[config.mk]
export PLATFORM = sky130hd
export DESIGN_NAME = dtc_apb_master_flat
export DESIGN_NICKNAME = d
export VERILOG_FILES = /design/src/rtl/dtc_pkg.sv /design/src/rtl/dtc_apb_master_if.sv /design/src/rtl/dtc_timeout_cnt.sv /design/src/rtl/dtc_apb_master.sv /design/src/flat_wrapper.sv
export SDC_FILE = /design/constraint.sdc
export NUM_CORES = 1
export LEC_CHECK = 0
export BUFFER_PORTS_ARGS = -buffer_cell sky130_fd_sc_hd__buf_2
export CORE_MARGIN = 2
export CORE_UTILIZATION = 49
export CTS_BUF_LIST = sky130_fd_sc_hd__clkbuf_8
export DETAILED_ROUTE_END_ITERATION = 7
export PLACE_DENSITY = 0.95
export SYNTH_ARGS = -nofsm -noshare
export SYNTH_HDL_FRONTEND = slang
export SYNTH_HIERARCHICAL = 1
export SYNTH_SLANG_ARGS = --single-unit
[constraint.sdc]
create_clock -name clk -period 2.35 [get_ports clk]
set_input_delay 0.47 -clock clk [delete_from_list [all_inputs] [get_ports clk]]
set_output_delay 0.47 -clock clk [all_outputs]
set_load 0.02 [all_outputs]
[src/rtl/dtc_pkg.sv]
// dtc_pkg: shared types and constants for the DTC register path masters
package dtc_pkg;
  typedef enum logic [1:0] {IDLE, SETUP, ACCESS, RESP} dtc_state_e;
  localparam int APB_AWIDTH_DEF = 32;
  localparam int APB_DWIDTH_DEF = 32;
  localparam logic [31:0] DADD_ADDR = 32'h0;
  localparam logic [31:0] DSEL_ADDR = 32'h100;
endpackage

[src/rtl/dtc_apb_master_if.sv]
// dtc_apb_master_if: command, response and APB signals of the DTC register master
interface dtc_apb_master_if
  import dtc_pkg::*;
#(
  parameter int AW = APB_AWIDTH_DEF,
  parameter int DW = APB_DWIDTH_DEF
);
  logic          cmd_valid;
  logic          cmd_ready;
  logic          cmd_write;
  logic [AW-1:0] cmd_addr;
  logic [DW-1:0] cmd_wdata;
  logic          rsp_valid;
  logic          rsp_ready;
  logic [DW-1:0] rsp_rdata;
  logic          rsp_err;
  logic          psel;
  logic [AW-1:0] paddr;
  logic          penable;
  logic          pwrite;
  logic [DW-1:0] pwdata;
  logic          pready;
  logic [DW-1:0] prdata;
  modport master (
    input  cmd_valid, cmd_write, cmd_addr, cmd_wdata, rsp_ready, pready, prdata,
    output cmd_ready, rsp_valid, rsp_rdata, rsp_err, psel, paddr, penable, pwrite, pwdata
  );
  modport slave (
    output cmd_valid, cmd_write, cmd_addr, cmd_wdata, rsp_ready, pready, prdata,
    input  cmd_ready, rsp_valid, rsp_rdata, rsp_err, psel, paddr, penable, pwrite, pwdata
  );
endinterface

[src/rtl/dtc_timeout_cnt.sv]
// dtc_timeout_cnt: ACCESS wait counter; last flags the cycle whose increment hits TIMEOUT_CYCLES
module dtc_timeout_cnt #(
  parameter int TIMEOUT_CYCLES = 16
) (
  input  logic clk,
  input  logic rst,
  input  logic clr,
  input  logic en,
  output logic last
);
  logic [7:0] cnt_q, cnt_d;
  always_comb cnt_d = clr ? 8'd0 : en ? cnt_q + 8'd1 : cnt_q;
  always_ff @(posedge clk) cnt_q <= rst ? 8'd0 : cnt_d;
  assign last = cnt_q == 8'(TIMEOUT_CYCLES - 1);
endmodule

[src/rtl/dtc_apb_master.sv]
// dtc_apb_master: single-outstanding APB3 master with pready timeout and valid/ready command/response
module dtc_apb_master
  import dtc_pkg::*;
#(
  parameter int APB_AWIDTH     = APB_AWIDTH_DEF,
  parameter int APB_DWIDTH     = APB_DWIDTH_DEF,
  parameter int TIMEOUT_CYCLES = 16
) (
  input logic              clk,
  input logic              rst,
  dtc_apb_master_if.master bus
);
  dtc_state_e            state_q, state_d;
  logic [APB_AWIDTH-1:0] paddr_q, paddr_d;
  logic [APB_DWIDTH-1:0] pwdata_q, pwdata_d;
  logic [APB_DWIDTH-1:0] rdata_q, rdata_d;
  logic                  pwrite_q, pwrite_d;
  logic                  err_q, err_d;
  logic                  cnt_clr, cnt_en, cnt_last;

  dtc_timeout_cnt #(.TIMEOUT_CYCLES(TIMEOUT_CYCLES)) u_cnt (
    .clk  (clk),
    .rst  (rst),
    .clr  (cnt_clr),
    .en   (cnt_en),
    .last (cnt_last)
  );

  always_comb begin
    state_d  = state_q;
    paddr_d  = paddr_q;
    pwdata_d = pwdata_q;
    pwrite_d = pwrite_q;
    rdata_d  = rdata_q;
    err_d    = err_q;
    cnt_clr  = 1'b0;
    cnt_en   = 1'b0;
    case (state_q)
      IDLE: if (bus.cmd_valid) begin
        paddr_d  = bus.cmd_addr;
        pwdata_d = bus.cmd_wdata;
        pwrite_d = bus.cmd_write;
        state_d  = SETUP;
      end
      SETUP: begin
        cnt_clr = 1'b1;
        state_d = ACCESS;
      end
      ACCESS: begin
        // pready wins over a timeout landing in the same cycle
        cnt_en  = !bus.pready;
        rdata_d = (bus.pready && !pwrite_q) ? bus.prdata : '0;
        err_d   = !bus.pready;
        state_d = (bus.pready || cnt_last) ? RESP : ACCESS;
      end
      RESP: state_d = bus.rsp_ready ? IDLE : RESP;
    endcase
  end

  always_ff @(posedge clk) begin
    if (rst) begin
      state_q  <= IDLE;
      paddr_q  <= '0;
      pwdata_q <= '0;
      pwrite_q <= 1'b0;
      rdata_q  <= '0;
      err_q    <= 1'b0;
    end else begin
      state_q  <= state_d;
      paddr_q  <= paddr_d;
      pwdata_q <= pwdata_d;
      pwrite_q <= pwrite_d;
      rdata_q  <= rdata_d;
      err_q    <= err_d;
    end
  end

  assign bus.cmd_ready = state_q == IDLE;
  assign bus.psel      = state_q == SETUP || state_q == ACCESS;
  assign bus.penable   = state_q == ACCESS;
  assign bus.rsp_valid = state_q == RESP;
  assign bus.paddr     = paddr_q;
  assign bus.pwdata    = pwdata_q;
  assign bus.pwrite    = pwrite_q;
  assign bus.rsp_rdata = rdata_q;
  assign bus.rsp_err   = err_q;
endmodule

[src/flat_wrapper.sv]
// flat-port wrapper written by rule: the top's interface ports become plain ports
module dtc_apb_master_flat import dtc_pkg::*;
#(
  parameter int APB_AWIDTH     = APB_AWIDTH_DEF,
  parameter int APB_DWIDTH     = APB_DWIDTH_DEF,
  parameter int TIMEOUT_CYCLES = 16
)
  (clk, rst, bus_cmd_valid, bus_cmd_write, bus_cmd_addr, bus_cmd_wdata, bus_rsp_ready, bus_pready, bus_prdata, bus_cmd_ready, bus_rsp_valid, bus_rsp_rdata, bus_rsp_err, bus_psel, bus_paddr, bus_penable, bus_pwrite, bus_pwdata);
  dtc_apb_master_if #(.AW(32), .DW(32)) bus_i ();
  input logic clk;
  input logic rst;
  input wire logic [$bits(bus_i.cmd_valid)-1:0] bus_cmd_valid;
  input wire logic [$bits(bus_i.cmd_write)-1:0] bus_cmd_write;
  input wire logic [$bits(bus_i.cmd_addr)-1:0] bus_cmd_addr;
  input wire logic [$bits(bus_i.cmd_wdata)-1:0] bus_cmd_wdata;
  input wire logic [$bits(bus_i.rsp_ready)-1:0] bus_rsp_ready;
  input wire logic [$bits(bus_i.pready)-1:0] bus_pready;
  input wire logic [$bits(bus_i.prdata)-1:0] bus_prdata;
  output wire logic [$bits(bus_i.cmd_ready)-1:0] bus_cmd_ready;
  output wire logic [$bits(bus_i.rsp_valid)-1:0] bus_rsp_valid;
  output wire logic [$bits(bus_i.rsp_rdata)-1:0] bus_rsp_rdata;
  output wire logic [$bits(bus_i.rsp_err)-1:0] bus_rsp_err;
  output wire logic [$bits(bus_i.psel)-1:0] bus_psel;
  output wire logic [$bits(bus_i.paddr)-1:0] bus_paddr;
  output wire logic [$bits(bus_i.penable)-1:0] bus_penable;
  output wire logic [$bits(bus_i.pwrite)-1:0] bus_pwrite;
  output wire logic [$bits(bus_i.pwdata)-1:0] bus_pwdata;
  assign bus_i.cmd_valid = bus_cmd_valid;
  assign bus_i.cmd_write = bus_cmd_write;
  assign bus_i.cmd_addr = bus_cmd_addr;
  assign bus_i.cmd_wdata = bus_cmd_wdata;
  assign bus_i.rsp_ready = bus_rsp_ready;
  assign bus_i.pready = bus_pready;
  assign bus_i.prdata = bus_prdata;
  assign bus_cmd_ready = bus_i.cmd_ready;
  assign bus_rsp_valid = bus_i.rsp_valid;
  assign bus_rsp_rdata = bus_i.rsp_rdata;
  assign bus_rsp_err = bus_i.rsp_err;
  assign bus_psel = bus_i.psel;
  assign bus_paddr = bus_i.paddr;
  assign bus_penable = bus_i.penable;
  assign bus_pwrite = bus_i.pwrite;
  assign bus_pwdata = bus_i.pwdata;
  dtc_apb_master #(.APB_AWIDTH(APB_AWIDTH), .APB_DWIDTH(APB_DWIDTH), .TIMEOUT_CYCLES(TIMEOUT_CYCLES)) u_core (.clk(clk), .rst(rst), .bus(bus_i));
endmodule
* Yosys cells after proc, flatten, opt, wreduce, memory -nomap -nowiden
Cells that the tools add are included.
** Word-level totals
- Bits of input ports :: 102
- Output and inout bits :: 102
- Bits in registers :: 108
- Logic and storage cells :: 28
** Cells by class
- Multiplexer cells :: 7
- Eq/ne operators :: 5
- Reductions and logical operators :: 8
- $add $sub $neg :: 1
** Operators by type and width (count)
- 2-to-1 mux 32 bit :: 1
- adder 8 x 1 -> 8 bit, second input constant :: 1
- equality test 8 x 4 -> 1 bit, second input constant :: 1
- one-hot mux 2 bit (4 select lines) :: 1
- equality test 2 bit, second input constant :: 2
- 2-to-1 mux 2 bit :: 2
- 2-to-1 mux 1 bit :: 3
- equality test 2 x 1 -> 1 bit, second input constant :: 1
- zero test 1 bit :: 2
- zero test 2 bit :: 1
- logical OR 1 bit :: 2
- inequality test 2 bit, second input constant :: 1
- AND reduction 2 bit :: 1
- OR reduction 2 bit :: 1
- logical AND 1 bit :: 1

* Depth between registers and ports, before layout
Gate-level depths: netlist (run 1).
- Depth after elaboration :: 4
- Mapped depth :: 7
- Depth with buffers taken out :: 6

* Hierarchy
The synthesis (run 1) kept the hierarchy.
** Modules (own cells, without submodules)
- dtc_apb_master :: sequential area each 2001.9 um^2, cells each 378, area each 3415.8 um^2, instances 1
- dtc_timeout_cnt :: sequential area each 160.2 um^2, cells each 40, area each 357.8 um^2, instances 1

* Least setup slack after synthesis (run 1)
No wires, ideal clock.
- Path type :: reg2reg
- From :: register u_core.state_q[0]
- To :: register u_core.u_cnt.cnt_q[5]
- Arrival time :: 1674 ps
- Clock period less this slack :: 1744 ps
- Library setup time :: 70 ps
- Path buffers :: 1
- Data required time :: 2280 ps
- Path slack :: 606 ps
- Cell stages (with the launch flop) :: 8
- Cell sequence :: dfxtp_1 -> inv_1 -> ha_1 -> nor2b_1 -> buf_2 -> nand4_2 -> or3_1 -> a21oi_1
** Between the ends
- Elaborated cells between the ends (all ways) :: 5
- Classes of those cells :: eq/ne (2); mux (2); reduce/logical (1)
** RTL lines
- start: declaration :: RTL line dtc_apb_master.sv:13 : dtc_state_e state_q, state_d;
- start signal: assignment :: RTL line dtc_apb_master.sv:69 : state_q <= state_d;
- equality test 2 bit
- named net bus_penable :: RTL line flat_wrapper.sv:25 : output wire logic [$bits(bus_i.penable)-1:0] bus_penable;
- 2-to-1 mux 1 bit :: RTL line dtc_apb_master.sv:38 : case (state_q)
- named net u_core.cnt_en :: RTL line dtc_apb_master.sv:19 : logic cnt_clr, cnt_en, cnt_last;
- end signal: assignment :: RTL line dtc_timeout_cnt.sv:13 : always_ff @(posedge clk) cnt_q <= rst ? 8'd0 : cnt_d;
- end: declaration :: RTL line dtc_timeout_cnt.sv:11 : logic [7:0] cnt_q, cnt_d;
The timed path passes the listed nets, and every way through them passes these cells.
A chain may end at the register's enable or synchronous reset.

* Worst setup path after layout (run 1)
- From :: register u_core.state_q[0]
- To :: register u_core.rdata_q[17] (netlist: u_core/bus.rsp_rdata[17])
** Between the ends
- Word-level cells in the longest chain between the ends :: 1
** RTL lines
- equality test 2 bit :: RTL line dtc_apb_master.sv:38
- end signal: assignment :: RTL line dtc_apb_master.sv:73 : rdata_q <= rdata_d;
- end: declaration :: RTL line dtc_apb_master.sv:16 : logic [APB_DWIDTH-1:0] rdata_q, rdata_d;
Every way passes these cells.

==> run metrics, run 1 <==
status=complete, no violations; starting density of the core=51.2%; Int Power=2.96 mW; Synth area leaders=dfxtp_1 57%, nand2_1 13%, a21oi_1 9.2%; Max rail drop VDD=0.502 mV; Inst Count DP=696; combinational share of power=24.0%; Arr. time, crit path=2.36 ns; fin. max-slew vios=0; CTS Buffer Depth=2; Main synth FF type=dfxtp_1; Async SR Flop Fraction=0%; Slew @ Worst Pin=1.17 ns; drt via density=5.03; number of global-route vias before repair=3478; #FFs+latches synth=108; Syn Nets=525; WHS=0.322 ns; CTS Hold Bufs=0; Die W=91.8 um; Switching Power=1.36 mW; first-pass GRT wire length=15900 um; leakage power=2.44 nW; Routed Wire Length=9840 um; Seq pwr share=48.6%; top cell type by total area after synthesis=dfxtp_1; die height=91.8 um; clk_lat worst skew=0.35 ns; count leader, synth=nand2_1; GRT Overall Usage=23.1%; unrepaired setup endpoints after global routing=no; element type at the critical path end=register; # IOs=204; Syn. warnings=6; GR peak layer=met2; routed vias=3575; clock slew at reported path FFs=0.10 ns; CP startpoint kind=register; Crit Path Category=reg2reg; nets@finish=715; HP Class=in2reg; r2r endpoint=u_core/bus.rsp_rdata[17]; Sw Ratio=31.5%; pin count of the biggest net entering global routing=42; Clk pwr share=27.4%; initial drt markers=105; Worst path slowest cell=nor2_2; CTS buffer count=9; worst-case reg-to-reg path depth=4; Core Box Area=0.00737 mm2; DIE AREA=0.00842 mm2; fmax=480 MHz; PD cells=861 mW/mm2; met1 usage=25.9%; drt pass-1 iters=4; setup bufs post-CTS=0; Crit Reg-Reg Startpoint=u_core/state_q[0]; Post-synth EDFFs=0; min Tclk post-route=2.08 ns; Syn Area/Cell=9.03 um2; Syn-to-layout area delta=33.1%; Critical Path End=u_core/bus.rsp_rdata[17]; post-synth cell types=30; H-Tree Depth=3; worst-path cell chain=inv_1 > ha_1 > nor2_2 > a22o_1; final non-filler cell total=711; Antenna Nets Post-Route=0; final hold vios=0; sequential area share after synthesis=57.3%; Post-synth top cells=133 x nand2_1, 108 x dfxtp_1, 69 x a21oi_1; period utilization=88.6%; root buffer cell=clkbuf_8; Required @ worst endpoint=2.63 ns; CTS tree=yes; row cnt=31; met2 usage=41.9%; crit-path max FO=32; ant diodes=0; input/output buffers=203; Avg WL per Cell=13.8 um; clock skew=0.0139 ns; setup violators final=0; DRC=0; dpl hpwl=7300 um; crit-path max cell delay=0.93 ns; clk sink count=108; setup TNS=0 ns; GRT met3 Usage=6.41%; Synth top area share=57.3%; fraction of layout cells with a size suffix above 1=37.7%; Setup crit start=u_core/state_q[0]; MaxCap Viol Count=0; Mapped Area=0.00377 mm2; setup slack, reg-to-reg=0.27 ns; total gr overflow=0; relative slew slack=21.8%; initial antenna violation count=0; CTS resizes=0; Mapped Cells=418; routability cong.=0.811
[power groups by stage]
stage | logic (mW) | registers [mW] | clock network [mW]
after global routing | 1.14 | 2.12 | 1.30
after detailed placement | 1.04 | 2.14 | 0
final | 1.04 | 2.10 | 1.19
after global placement | 1.01 | 2.13 | 0
after CTS | 1.05 | 2.10 | 1.22
after floorplan | 0.480 | 2.34 | 0
[per-layer routing]
layer | share of wire, % | routed length, um
met5 | 0 | 0
met4 | 1.8 | 175
met1 | 40 | 3960
met2 | 51 | 5070
met3 | 6.6 | 645
[critical path, delay by kind of cell, from the launching register on]
family                   cells  cell delay, ns
AND/OR/NAND/NOR              1            0.93
flip-flops                   1            0.41
adder cells (fa/ha/maj)      1            0.30
AO/OA/AOI/OAI                1            0.28
buffers and inverters        1            0.10
[state kept, by name (all words and copies together) (netlist names)]
signal / count
u_core/bus.paddr: 32
u_core/bus.pwdata: 32
u_core/bus.pwrite: 1
u_core/bus.rsp_err: 1
u_core/bus.rsp_rdata: 32
u_core/state_q: 2
u_core/u_cnt/cnt_q: 8
[kinds of logic after synthesis]
kind of cell | after synthesis | synth area share [%]
and+or+nand+nor | 158 | 17.0
adders and majority gates | 5 | 1.66
muxes | 1 | 0.265
DFF | 108 | 57.3
buffers and inverters | 34 | 5.04
xor gates and xnor gates | 4 | 0.929
AOI/OAI and AO/OA | 108 | 17.8
[metrics by stage]
step	utilization, %	setup WS, ns	total power [mW]	area (um2)
final	68.1	0.269	4.32	5020
after CTS	68.1	0.296	4.36	5020
after floorplan	-	0.606	2.82	3770
after detailed placement	65.2	0.312	3.19	4810
after global routing	68.1	0.0961	4.56	5020
after global placement	65.2	0.422	3.14	4810
[area by class of cell]
cell class              instances  area, um2
flip-flops and latches        108       2160
inverters                       3       11.3
fillers                       599       2350
clock buffers                   9        124
well taps                      99        124
multi-input cells             276       1440
clock inverters                 6       88.8
repair buffers                210       1070
[placed cells by master (no fill, tap or decap)]
master | synthesis | final
xor2_1 | 3 | 3
and2_2 | 0 | 1
nand4_1 | 2 | 2
nand2_2 | 0 | 1
nor4_1 | 1 | 1
clkbuf_8 | 0 | 9
buf_2 | 11 | 203
a311oi_1 | 2 | 2
nor2b_1 | 1 | 1
ha_1 | 5 | 5
inv_8 | 0 | 1
nand4_2 | 1 | 1
nand4b_1 | 1 | 1
a21oi_1 | 69 | 69
clkinvlp_4 | 0 | 1
a22o_1 | 32 | 32
nand2b_1 | 2 | 2
inv_1 | 3 | 3
dfxtp_1 | 108 | 108
o21ai_0 | 4 | 4
nor2_1 | 9 | 8
xnor2_1 | 1 | 1
a211oi_1 | 1 | 1
buf_4 | 2 | 7
nand3_1 | 2 | 2
clkinv_2 | 0 | 2
nand2_1 | 133 | 132
nor4bb_4 | 0 | 1
or3_1 | 3 | 3
or2_2 | 1 | 1
mux2i_1 | 1 | 1
bufinv_16 | 0 | 2
nor2_2 | 0 | 1
[worst min path at each step]
stage                          startpoint                       to  slack (ns)  depth (start not counted)
floorplan           u_core/u_cnt/cnt_q[7]    u_core/u_cnt/cnt_q[7]        0.46                          2
global placement     u_core/bus.pwdata[4]     u_core/bus.pwdata[4]        0.44                          2
detailed placement  u_core/bus.pwdata[10]    u_core/bus.pwdata[10]        0.44                          2
CTS                         bus_prdata[3]  u_core/bus.rsp_rdata[3]        0.30                          2
global route                bus_prdata[3]  u_core/bus.rsp_rdata[3]        0.30                          2
finish                      bus_prdata[5]  u_core/bus.rsp_rdata[5]        0.32                          2
Power figures use the tool's default switching activity.
==> run 2, diff against run 1 <==
==> constraint.sdc (replaced) <==
create_clock -name clk -period 2.6 [get_ports clk]
set_input_delay 0.52 -clock clk [delete_from_list [all_inputs] [get_ports clk]]
set_output_delay 0.52 -clock clk [all_outputs]
set_load 0.1 [all_outputs]
==> run 2 against run 1 <==
  * Combinational power is 88% higher
  * Via count fell by 0.73%
  * Sequential power decreased by 9.5%
  * Clock power down 15%
  * Cell count is 0.14% lower
  * Clock-buffer cell count did not move
  * Non-clock buffer count decreased by 2
  * Critical path type unchanged
  * Highest routed layer unchanged
==> run metrics, run 2 (synthesis results as in run 1) <==
min Tclk post-route=2.12 ns; setup TNS=0 ns; CTS Hold Bufs=0; ant diodes=0; total gr overflow=0; Max rail drop VDD=0.781 mV; dpl hpwl=7220 um; # IOs=204; clock skew=0.0139 ns; CTS resizes=0; crit-path max FO=32; unrepaired setup endpoints after global routing=no; fin. max-slew vios=0; number of global-route vias before repair=3399; Layout Cell Area excl Fill=0.00502 mm2; PD cells=967 mW/mm2; Core Box Area=0.00737 mm2; DRC=0; input/output buffers=203; CTS tree=yes; drt pass-1 iters=4; Die W=91.8 um; CP startpoint kind=register; worst-path cell chain=inv_1 > ha_1 > nor2_2 > a22o_1; DIE AREA=0.00842 mm2; Sequential Area=0.00216 mm2; Worst path slowest cell=nor2_2; root buffer cell=clkbuf_8; period utilization=81.6%; Arr. time, crit path=2.41 ns; routability cong.=0.808; status=complete, no violations; relative slew slack=17.5%; fraction of layout cells with a size suffix above 1=37.5%; HP Class=in2reg; element type at the critical path end=register; Layout fillers=593; initial antenna violation count=0; fmax=471 MHz; commonest non-fill, non-tap cell in the layout=buf_2; Syn-to-layout area delta=33.1%; Slew @ Worst Pin=1.24 ns; row cnt=31; initial drt markers=117; clk_lat worst skew=0.36 ns; routed vias=3549; nets@finish=713; starting density of the core=51.2%; Crit Path Category=reg2reg; MaxCap Viol Count=0; drt via density=5.00; CTS Buffer Depth=2; Required @ worst endpoint=2.89 ns; H-Tree Depth=3; pin count of the biggest net entering global routing=44; first-pass GRT wire length=15700 um; die height=91.8 um; setup bufs post-CTS=0; GRT Overall Usage=22.6%; setup violators final=0; final hold vios=0; crit-path max cell delay=0.97 ns; leakage power=2.43 nW; clk sink count=108; placed inst area=0.00482 mm2; Multi-input gate area=0.00144 mm2; clock slew at reported path FFs=0.10 ns; Antenna Nets Post-Route=0; Routed Wire Length=9720 um; Avg WL per Cell=13.7 um; commonest cells after routing, fill and taps aside=203 x buf_2, 132 x nand2_1, 108 x dfxtp_1; CTS buffer count=9
[run 2: cell count changes in the layout (fill, tap and decap cells not counted), sizes merged]
cell | before | now
clkinv | 2 | 4
bufinv | 2 | 1
buf | 210 | 208
[run 2: layout make-up]
| class | instances | share of cell area (%) |
|---|---|---|
| multi-input combinational | 276 | 28.7 |
| sequential | 108 | 43.0 |
| timing repair buffer | 208 | 21.5 |
| clock inverter | 7 | 1.59 |
| tap | 99 | 2.47 |
| clock buffer | 9 | 2.47 |
| inverter | 3 | 0.224 |
[run 2: where the power goes]
part	switching, mW	internal [mW]
combinational	1.62	0.331
clock	0.554	0.452
sequential	0.0843	1.81
[run 2: metal layers]
layer  routed length [um]  global-route usage, %  share of wire (%)
met5                    0                      0                  0
met4                  211                   8.33                2.2
met3                  562                   3.94                5.8
met2                 5030                   40.9                 52
met1                 3910                   26.6                 40
[run 2: final timing paths]
path	startpoint	slack, ns	depth (start not counted)	end
min reg2reg	u_core/bus.paddr[29]	0.46	2	u_core/bus.paddr[29]
min	bus_prdata[18]	0.37	2	u_core/bus.rsp_rdata[18]
max	u_core/state_q[0]	0.48	4	u_core/bus.rsp_rdata[16]
max reg2reg	u_core/state_q[0]	0.48	4	u_core/bus.rsp_rdata[16]
[run 2: worst max-delay path: cells and delay by family, from the launching register on]
family / cells / cell delay, ns
AOI/OAI and AO/OA: 1 / 0.27
buffers and inverters: 1 / 0.09
and+or+nand+nor: 1 / 0.97
DFF: 1 / 0.41
adders and majority gates: 1 / 0.30
[run 2: through the flow]
stage | total power [mW] | hold WS [ns] | util [%] | std cells | setup slack, ns
final | 4.85 | 0.373 | 68.1 | 710 | 0.478
after global routing | 5.05 | 0.356 | 68.1 | 710 | 0.272
after CTS | 4.88 | 0.360 | 68.1 | 710 | 0.470
after detailed placement | 3.89 | 0.444 | 65.4 | 694 | 0.520
after global placement | 3.85 | 0.438 | 65.4 | 694 | 0.684
after floorplan | 3.55 | 0.458 | - | 418 | 0.277
